File: config.mk
export PLATFORM = sky130hd
export DESIGN_NAME = put_fsm
export DESIGN_NICKNAME = d
export VERILOG_FILES = /design/src/rtl/ctrl_types_pkg.sv /design/src/rtl/put_fsm.sv
export SDC_FILE = /design/constraint.sdc
export NUM_CORES = 1
export LEC_CHECK = 0
export CORE_UTILIZATION = 48
export DETAILED_ROUTE_END_ITERATION = 16
export PLACE_DENSITY = 0.78
export SYNTH_ARGS = -nofsm -noshare
export SYNTH_HDL_FRONTEND = slang
export SYNTH_SLANG_ARGS = --single-unit
export TNS_END_PERCENT = 30
File: constraint.sdc
create_clock -name clk -period 1.89 [get_ports clk]
set_input_delay 0.567 -clock clk [delete_from_list [all_inputs] [get_ports clk]]
set_output_delay 0.567 -clock clk [all_outputs]
set_load 0.01 [all_outputs]
File: src/rtl/ctrl_types_pkg.sv
// Shared types for the cache-controller sub-FSMs: PUT sub-state encoding,
// error codes and the sub-command status struct reported to the top FSM.
package ctrl_types_pkg;

  // PUT sub-FSM states.
  typedef enum logic [2:0] {
    PutIdle   = 3'd0,
    PutLookup = 3'd1,
    PutWait   = 3'd2,
    PutWrite  = 3'd3,
    PutDone   = 3'd4,
    PutError  = 3'd5
  } put_substate_e;

  // Error codes carried in sub_cmd_t.
  typedef enum logic [1:0] {
    ErrNone    = 2'd0,
    ErrFull    = 2'd1,
    ErrTimeout = 2'd2
  } err_code_e;

  // Completion or error status from a sub-FSM to the top controller.
  typedef struct packed {
    logic      done;
    logic      error;
    err_code_e err_code;
  } sub_cmd_t;

  // Width of the lookup-latency counter; LOOKUP_LAT is limited to 1..7.
  localparam int unsigned LatCntW = 3;

endpackage : ctrl_types_pkg

File: src/rtl/put_fsm.sv
// PUT (SET) sub-FSM: looks up the key, selects a hit slot or a free slot,
// issues a write to the entry store with an ack timeout and reports the
// result through sub_cmd_t. All outputs are decoded from registers only.
module put_fsm
  import ctrl_types_pkg::*;
#(
  parameter int unsigned NUM_ENTRIES = 16,
  parameter int unsigned LOOKUP_LAT  = 1,
  parameter int unsigned ACK_TIMEOUT = 15,
  localparam int unsigned IDX_W      = $clog2(NUM_ENTRIES)
) (
  input  logic             clk,
  input  logic             rst_n,
  input  logic             en,
  input  logic             enter,
  input  logic             hit,
  input  logic [IDX_W-1:0] hit_idx,
  input  logic             free_valid,
  input  logic [IDX_W-1:0] free_idx,
  input  logic             wr_ack,
  output logic             lookup_req,
  output logic             wr_req,
  output logic [IDX_W-1:0] wr_idx,
  output logic             wr_update,
  output sub_cmd_t         cmd
);

  localparam int unsigned ToCntW = $clog2(ACK_TIMEOUT + 1);

  put_substate_e      state_q, state_d;
  logic [LatCntW-1:0] lat_cnt_q, lat_cnt_d;
  logic [ToCntW-1:0]  to_cnt_q, to_cnt_d;
  logic [ToCntW-1:0]  to_cnt_inc;
  logic [IDX_W-1:0]   wr_idx_q, wr_idx_d;
  logic               wr_update_q, wr_update_d;
  err_code_e          err_code_q, err_code_d;

  assign to_cnt_inc = to_cnt_q + 1'b1;

  // Next-state logic: enter restarts the command, otherwise advance only when en=1.
  always_comb begin
    state_d     = state_q;
    lat_cnt_d   = lat_cnt_q;
    to_cnt_d    = to_cnt_q;
    wr_idx_d    = wr_idx_q;
    wr_update_d = wr_update_q;
    err_code_d  = err_code_q;

    if (enter) begin
      // Abort whatever was in flight; no done/error for the aborted command.
      state_d    = PutLookup;
      lat_cnt_d  = '0;
      to_cnt_d   = '0;
      err_code_d = ErrNone;
    end else if (en) begin
      unique case (state_q)
        PutIdle: begin
          state_d = PutIdle;
        end
        PutLookup: begin
          lat_cnt_d = LatCntW'(LOOKUP_LAT - 1);
          to_cnt_d  = '0;
          state_d   = PutWait;
        end
        PutWait: begin
          if (lat_cnt_q == '0) begin
            // Hit wins over a free slot: overwrite in place.
            if (hit) begin
              wr_idx_d    = hit_idx;
              wr_update_d = 1'b1;
              state_d     = PutWrite;
            end else if (free_valid) begin
              wr_idx_d    = free_idx;
              wr_update_d = 1'b0;
              state_d     = PutWrite;
            end else begin
              err_code_d = ErrFull;
              state_d    = PutError;
            end
          end else begin
            lat_cnt_d = lat_cnt_q - 1'b1;
          end
        end
        PutWrite: begin
          to_cnt_d = to_cnt_inc;
          // An ack in the final allowed cycle still counts as success.
          if (wr_ack) begin
            state_d = PutDone;
          end else if (to_cnt_inc == ToCntW'(ACK_TIMEOUT)) begin
            err_code_d = ErrTimeout;
            state_d    = PutError;
          end
        end
        PutDone, PutError: begin
          to_cnt_d = '0;
          state_d  = PutIdle;
        end
        default: begin
          state_d = PutIdle;
        end
      endcase
    end
  end

  // State and datapath registers with synchronous active-low reset.
  always_ff @(posedge clk) begin
    if (!rst_n) begin
      state_q     <= PutIdle;
      lat_cnt_q   <= '0;
      to_cnt_q    <= '0;
      wr_idx_q    <= '0;
      wr_update_q <= 1'b0;
      err_code_q  <= ErrNone;
    end else begin
      state_q     <= state_d;
      lat_cnt_q   <= lat_cnt_d;
      to_cnt_q    <= to_cnt_d;
      wr_idx_q    <= wr_idx_d;
      wr_update_q <= wr_update_d;
      err_code_q  <= err_code_d;
    end
  end

  // Moore output decode.
  always_comb begin
    lookup_req   = (state_q == PutLookup);
    wr_req       = (state_q == PutWrite);
    wr_idx       = wr_idx_q;
    wr_update    = wr_update_q;
    cmd          = '0;
    cmd.done     = (state_q == PutDone);
    cmd.error    = (state_q == PutError);
    // err_code_q keeps the last error internally; it is only presented with error.
    cmd.err_code = (state_q == PutError) ? err_code_q : ErrNone;
  end

endmodule : put_fsm

# Word level (Yosys, flattened, before mapping)
# Index checks and enable logic that the tools add are counted.
op_classes:
  addsub: 2
  n_mul: 0
  div_mod_pow: 0
  magnitude_cmp: 0
  n_eq_ne: 15
  n_shift: 0
  mux: 22
  bitwise_logic: 2
  n_reduce_logical: 14
op_table:
  columns: ["operator", "n"]
  rows:
  - ["$mux 3", 6]
  - ["$mux 2", 6]
  - ["$ne 2x2->1 const B", 5]
  - ["$reduce_bool 2->1", 5]
  - ["$pmux 3 s3", 1]
  - ["$reduce_and 3->1", 3]
  - ["$mux 4", 2]
  - ["$pmux 4 s2", 1]
  - ["$reduce_and 7->1", 1]
  - ["$eq 3x2->1 const B", 2]
  - ["$eq 3x3->1 const B", 2]
  - ["$pmux 3 s2", 1]
  - ["$reduce_and 5->1", 1]
  - ["$add 4x1->4 const B", 1]
  - ["$eq 4x4->1 const B", 1]
  - ["$mux 1", 4]
  - ["$ne 4x3->1 const B", 1]
  - ["$pmux 2 s2", 1]
  - ["$eq 3x1->1 const B", 1]
  - ["$logic_not 3->1", 1]
  - ["$ne 3x2->1 const B", 1]
  - ["$ne 3x3->1 const B", 1]
  - ["$reduce_or 3->1", 1]
  - ["$sub 3x1->3 const B", 1]
  - ["other kinds (4)", 5]
word_totals:
  ff_bits: 17
  latch_bits: 0
  ram_bits: 0
  mem_bits_ro: 0
  output_inout_bits: 11
  elab_cells: 62
  mem_count: 0

# Logic depth before layout (Yosys ltp)
# Gate-level depths: netlist of the first run.
depth:
  word_depth: 7
  depth_mapped: 6

# Worst setup path before layout of the first run
# OpenSTA, ideal clock, no wires.
synth_timing:
  path_type: "input-to-reg"
  from: "input port hit"
  to: "register err_code_q[0]"
  setup_time_ps: 131
  t_arrival_ps: 1624
  slack_ps: 135
  stages: 5
  cell_sequence: "buf_2 -> nor4b_2 -> o2111ai_1 -> a2111oi_0 -> nor3_1"
synth_via:
  elab_chain_len: 2
synth_rtl:
  columns: ["element", "line", "text"]
  rows:
  - ["start: declaration", "put_fsm.sv:16", "input logic hit,"]
  - ["$ne 2x2->1 (no line)", null, null]
  - ["$reduce_and 7->1 (no line)", null, null]
  - ["end signal: assignment", "put_fsm.sv:113", "err_code_q <= ErrNone;"]
  - ["end signal: assignment", "put_fsm.sv:120", "err_code_q <= err_code_d;"]
  - ["end: declaration", "put_fsm.sv:36", "err_code_e err_code_q, err_code_d;"]
# No other way between the ends.
# A chain may end at the register's enable or synchronous reset.

==> reports/results.tsv, run 1 <==
stage	metric	value	unit
logic_synthesis	synth_flop_cell	dfxtp_1	
clocking	cts_root_buf	clkbuf_4	
logic_synthesis	syn_inst	121	
clocking	cts_tree	built	
logic_synthesis	syn_avg_cell_area	8.738	um^2
floorplanning	io_pins	26	
pwr	seq_power_share	53.2	%
finish	final_cell_mix	19 x clkdlybuf4s50_1, 19 x buf_4, 15 x dfxtp_1	
setup_path	r2r_cells	4	
pwr	p_int	0.0005049	W
clocking	cts.sinks	17	
placed_design	post-dp-hpwl	2.068	mm
sta	setup_viol	0	
floorplanning	die_y	48.93	um
setup_path	worstSetupEndpointType	primary output	
grt	grtUsageTotal	24.67	%
sta	hold_viol	0	
clocking	clk_pin_slew_worst_paths	0.10	ns
grt	grt_pass1_vias	1036	
floorplanning	coreArea	2022	um^2
clocking	clk_latency	0.29	ns
run_status	outcome	finished, final reports clean	
finish	drive_gt1_share	25.15	%
route	drc_errors	0	
finish	fillerInstances	159	
setup_path	slowest_stage	dfxtp_4	
setup_path	cp.depth	3	
floorplanning	start_util	52.29	%
clocking	cts_buffers	3	
pwr	ir_drop	0.4184	mV
placed_design	placed_area	1434	um^2
grt	grt_start_max_net_pins	12	
route	final_antenna_net_count	0	
pwr	power.switching	0.0001755	W
sta	max_freq	544.3	MHz
logic_synthesis	synth_sequential_area_ratio	32.19	%
finish	design_area	1485	um^2
sta	period_share	97.20	%
route	dr.pass1.iters	4	
setup_path	crit_fanout	8	
route	wl	2.757	mm
floorplanning	num_rows	16	
route	num_vias	1089	
floorplanning	die-area	2394	um^2
sta	fin_crit	1.837	ns
worst_hold_path	hold_depth	2	
sta	timing.slew.headroom	69.06	%
flow_run	cap_violations	0	
placed_design	globalplace.congestion	0.8791	
clocking	clockBufferDepth	2	
route	routedWlPerCell	14.51	um
worst_hold_path	hold_class	reg2reg	
setup_path	cp_top_family	buffers and inverters	
logic_synthesis	synth_cell_types	39	
grt	grt_pass1_wl	4.505	mm
clocking	cts_hold_buf	0	
sta	rsz0062_at_grt	true	
logic_synthesis	synth_warnings	0	
setup_path	arrival	1.27	ns
route	drt_iter0_drc	24	
pwr	netSwitchingFraction	25.79	%
finish	syn_to_final_growth	40.47	%
setup_path	critical_path_class	reg2out	
placed_design	io_buffers	25	
sta	skew	0.004045	ns
pwr	p_total	0.0006804	W
logic_synthesis	synth_fp_nets	140	
finish	final_nets	183	
logic_synthesis	async_flop_share	0	%
pwr	power_frac_clock	28.9	%
finish	antenna_cells	0	
logic_synthesis	synth.cell_area	1057	um^2
grt	overflow	0	
sta	tightest_slew	0.4637	ns
grt	antenna_found_initial	0	
clocking	cts_max_level	1	
finish	multiInputGateArea	679.4	um^2
setup_path	worstPathCellList	buf_4 -> nor3_2 -> dlygate4sd2_1	
pwr	p_per_area	458.1	nW/um^2
pwr	share_comb_of_total_power	17.9	%
setup_path	crit_path_max_incr_delay	0.37	ns
route	vias_per_cell	5.732	
sta	setup_tns	0	ns
finish	seqCellArea	347.8	um^2
pwr	leakagePower	0.6326	nW
finish	postLayoutCoreUtil	73.45	%
sta	slew_violations	0	
sta	whs	0.4820	ns
setup_path	cp.buffers_inverters	2	
floorplanning	fp.dieW	48.93	um
logic_synthesis	synth_edf_count	0	
setup_path	critPathLaunchType	register	
logic_synthesis	ys_seq_elements	17	
setup_path	crit_required	1.32	ns
-- stage by stage --
step,setup WS (ns),cells
2_1_floorplan,0.1348,121
3_3_place_gp,-0.2301,185
3_5_place_dp,-0.2597,185
4_1_cts,-0.04355,189
5_1_grt,-0.002199,190
6_report,0.05285,190
-- cells in the mapped netlist, types with 3 or more instances --
master	instances	area, um^2
nor2b_1	3	18.77
nand2b_1	3	18.77
nand2_1	7	26.28
mux2i_1	6	60.06
or4_1	3	22.52
inv_1	6	22.52
dfxtp_1	17	340.3
nor2_1	10	37.54
nor3_1	5	25.02
o21ai_0	6	30.03
o211a_1	4	40.04
ha_1	4	50.05
a21oi_1	10	50.05
buf_2	4	20.02
-- power by group through the flow --
stage	combinational, W	clock (W)	sequential (W)
2_1_floorplan	0.0000525	0	0.000371
3_3_place_gp	0.000113	0	0.000371
3_5_place_dp	0.000115	0	0.000371
4_1_cts	0.000115	0.000202	0.000364
5_1_grt	0.000131	0.000221	0.000362
6_report	0.000122	0.000197	0.000362
-- final timing paths --
| path | end | start | slack [ns] |
|---|---|---|---|
| min reg2reg | lat_cnt_q[1]$_SDFFE_PP0P_ | lat_cnt_q[1]$_SDFFE_PP0P_ | 0.48 |
| max reg2reg | lat_cnt_q[2]$_SDFFE_PP0P_ | state_q[0]$_SDFFE_PN0P_ | 0.19 |
| max | cmd[3] | state_q[0]$_SDFFE_PN0P_ | 0.05 |
| min | lat_cnt_q[1]$_SDFFE_PP0P_ | lat_cnt_q[1]$_SDFFE_PP0P_ | 0.48 |
-- flip-flops by register name (all words and copies together), names as in the netlist --
register	flops
to_cnt_q	4
wr_idx	4
lat_cnt_q	3
state_q	3
err_code_q	2
wr_update	1
-- tightest hold or removal path, stage by stage, from the launching register on --
cell	delay [ns]
dfxtp_1	0.32
o21ai_0	0.07
a21oi_1	0.06
-- cell families (layout without fill, tap and decap cells) --
kind of cell               Yosys count  in the layout  share of synthesized area [%]
and+or+nand+nor                     48             48                          28.88
muxes                                6              6                          5.681
AOI/OAI and AO/OA                   34             34                          22.37
DFF                                 17             17                          32.19
adders and majority gates            4              4                          4.734
buffers and inverters               12             54                          6.154
-- layer usage --
metal  share of wire (%)  track usage (%)  wire (um)  vias up
met5                   0                0          0        -
met4                0.25            4.902          7        0
met3                 7.2            6.854        198        3
met2                  50            46.06       1387       48
met1                  42            27.66       1162      504
li1                    -                -          -      534
-- repair_timing --
action	4_1_cts	5_1_grt
setup endpoints to repair	6	7
setup buffers	0	1
endpoints found under the hold margin	0	0
pin swaps	0	0
gates resized for setup	10	13
-- layout make-up --
cell class / instances / share of cell area [%]
multi-input combinational: 92 / 45.75
timing repair buffer: 44 / 25.19
sequential: 17 / 23.42
clock buffer: 3 / 1.516
tap: 27 / 2.275
inverter: 6 / 1.516
clock inverter: 1 / 0.3370
Power figures use the tool's default switching activity.
==> inputs of run 2 (changes only) <==
Settings changed: GPL_ROUTABILITY_DRIVEN from default to 0.
==> run 2 against run 1 <==
Via count down 0.64%. Largest power group unchanged. Critical path depth stayed put. Core utilization increased by 0.62 points. Clock power about the same. Final cell count is 0.53% higher. Sequential power about the same. Sequential cell count is the same. Combinational power about the same. Hold slack improved by 0.0076 ns.
==> reports/results.tsv, run 2 (synthesis gave the netlist of run 1 again) <==
stage	metric	value	unit	change
setup_path	critical_path_class	reg2out		
finish	antenna_cells	0		unchanged
route	routedWlPerCell	13.87	um	-4.4%
sta	tightest_slew	0.4293	ns	-0.03438 ns
route	wl	2.649	mm	-3.9%
grt	grtUsageTotal	24.19	%	-0.48 points
clocking	cts_root_buf	clkbuf_4		
clocking	cts_buffers	3		unchanged
sta	hold_viol	0		unchanged
finish	postLayoutCoreUtil	74.07	%	+0.62 points
grt	overflow	0		unchanged
placed_design	placed_area	1449	um^2	+1.0%
run_status	outcome	finished, final reports clean		
floorplanning	num_rows	16		unchanged
setup_path	cp_top_family	flip-flops		
finish	fillerInstances	151		-5.0%
sta	period_share	98.23	%	+1.0 points
setup_path	timing.rr.start	lat_cnt_q[0]$_SDFFE_PP0P_		
sta	timing.slew.headroom	71.35	%	+2.3 points
setup_path	reg2reg_to	lat_cnt_q[2]$_SDFFE_PP0P_		
sta	whs	0.4896	ns	+0.007574 ns
setup_path	crit_fanout	7		-1
setup_path	worstSetupEndpointType	primary output		
sta	max_freq	538.6	MHz	-1.0%
setup_path	arrival	1.29	ns	+0.02 ns
sta	fin_crit	1.857	ns	+0.01936 ns
route	dr.pass1.iters	4		unchanged
sta	setup_ws	0.03348	ns	-0.01936 ns
floorplanning	start_util	52.29	%	unchanged
pwr	seq_power_share	53.0	%	-0.2 points
pwr	p_per_area	458.6	nW/um^2	+0.10%
pwr	p_int	0.0005128	W	+1.6%
finish	syn_to_final_growth	41.66	%	
grt	grt_pass1_vias	1105		+6.7%
grt	antenna_found_initial	0		unchanged
grt	grt_start_max_net_pins	12		unchanged
clocking	cts_tree	built		
placed_design	dp_slack	-0.3138	ns	-0.05412 ns
finish	final_nets	184		+0.55%
route	drc_errors	0		unchanged
finish	drive_gt1_share	24.39	%	-0.76 points
pwr	power_frac_clock	28.9	%	about the same
sta	setup_viol	0		unchanged
setup_path	crit_required	1.32	ns	about the same
sta	skew	0.002075	ns	-0.001970 ns
setup_path	r2r_cells	6		+2
floorplanning	io_pins	26		unchanged
grt	met3_usage	4.361	%	-2.5 points
clocking	clockBufferDepth	2		unchanged
setup_path	slowest_stage	dfxtp_2		
finish	final_cell_mix	19 x clkdlybuf4s50_1, 19 x buf_4, 14 x dfxtp_1		
route	drt_iter0_drc	41		+71%
sta	slew_violations	0		unchanged
pwr	share_comb_of_total_power	18.1	%	+0.2 points
pwr	p_total	0.0006868	W	+0.95%
setup_path	reg2reg_slack	0.25	ns	+0.06 ns
setup_path	critPathLaunchType	register		
finish	design_area	1498	um^2	+0.84%
worst_hold_path	min_to	lat_cnt_q[1]$_SDFFE_PP0P_		
pwr	ir_drop	0.3507	mV	-16%
floorplanning	fp.dieW	48.93	um	unchanged
clocking	clk_pin_slew_worst_paths	0.10	ns	about the same
setup_path	crit_path_max_incr_delay	0.41	ns	+0.04 ns
clocking	cts_max_level	1		unchanged
worst_hold_path	hold_depth	2		unchanged
flow_run	cap_violations	0		unchanged
grt	grt_util_met1	28.16	%	+0.50 points
pwr	power.switching	0.0001740	W	-0.86%
pwr	netSwitchingFraction	25.33	%	-0.46 points
clocking	cts.sinks	17		unchanged
route	final_antenna_net_count	0		unchanged
clocking	post-cts-setup-buffers	0		unchanged
floorplanning	coreArea	2022	um^2	unchanged
setup_path	worstPathCellList	inv_1 -> nor3_1 -> dlygate4sd2_1		
placed_design	post-dp-hpwl	2.034	mm	-1.6%
floorplanning	die_y	48.93	um	unchanged
grt	gr-max-usage-layer	met2		
grt	grt_pass1_wl	4.595	mm	+2.0%
route	num_vias	1082		-0.64%
setup_path	cp.buffers_inverters	2		unchanged
pwr	leakagePower	0.6386	nW	+0.94%
floorplanning	die-area	2394	um^2	unchanged
worst_hold_path	hold_path.startpoint	lat_cnt_q[1]$_SDFFE_PP0P_		
clocking	clk_latency	0.29	ns	about the same
route	vias_per_cell	5.665		-1.2%
worst_hold_path	hold_class	reg2reg		
placed_design	io_buffers	25		unchanged
sta	rsz0062_at_grt	true		
grt	met2_usage	43.98	%	-2.1 points
==> run 2: changes by cell type in the layout (fill, tap and decap cells not counted) <==
cell             before  now
buf_6                 0    1
clkinv_2              1    0
clkdlybuf4s15_1       0    1
dfxtp_1              15   14
clkbuf_1              0    1
and2b_1               1    2
dfxtp_4               2    1
clkbuf_2              3    2
and2b_2               1    0
dfxtp_2               0    2
==> run 2: through the flow <==
step	setup TNS [ns]	std cells
floorplan	0	121
global placement	-1.300	187
detailed placement	-1.747	187
CTS	0	191
global route	-0.06191	191
finish	0	191
==> run 2: how the worst max path moves through the flow <==
stage | start | endpoint | slack (ns) | depth (start not counted)
after floorplan | hit | err_code_q[0]$_SDFFE_PP0P_ | 0.13 | 5
after global placement | hit | err_code_q[0]$_SDFFE_PP0P_ | -0.24 | 5
after detailed placement | hit | err_code_q[0]$_SDFFE_PP0P_ | -0.31 | 5
after CTS | state_q[1]$_SDFFE_PP0P_ | cmd[1] | 0.01 | 3
after global routing | hit | err_code_q[0]$_SDFFE_PP0P_ | -0.03 | 5
final | state_q[2]$_SDFFE_PP0P_ | cmd[3] | 0.03 | 3
==> run 2: layout make-up <==
class / instances / area [um^2] / area share (%)
timing repair buffer: 45 / 390.4 / 26.07
sequential: 17 / 346.6 / 23.14
clock buffer: 4 / 26.28 / 1.754
inverter: 6 / 22.52 / 1.504
tap: 27 / 33.78 / 2.256
multi-input combinational: 92 / 678.2 / 45.28
==> run 2: per-layer routing <==
metal  up-vias  share of wire [%]
li1        534                  -
met1       503                 44
met2        45                 50
met3         0                5.7
met4         0                  0
met5         -                  0
==> run 2: repair_timing <==
item                       in CTS  in global routing
setup endpoints to repair       7                  6
pin swaps                       0                  1
resized for setup              14                  8
hold buffers                    0                  0
==> run 2: power by group through the flow <==
stage	combinational (W)	clock [W]	sequential, W
6_report	0.000124	0.000199	0.000364
2_1_floorplan	0.0000525	0	0.000371
4_1_cts	0.000120	0.000202	0.000363
5_1_grt	0.000135	0.000222	0.000364
3_5_place_dp	0.000120	0	0.000372
3_3_place_gp	0.000117	0	0.000372
==> run 2: tightest hold or removal path, delay by kind of cell, from the launching register on <==
| kind | cells | cell delay (ns) |
|---|---|---|
| AOI/OAI and AO/OA | 2 | 0.13 |
| DFF | 1 | 0.32 |
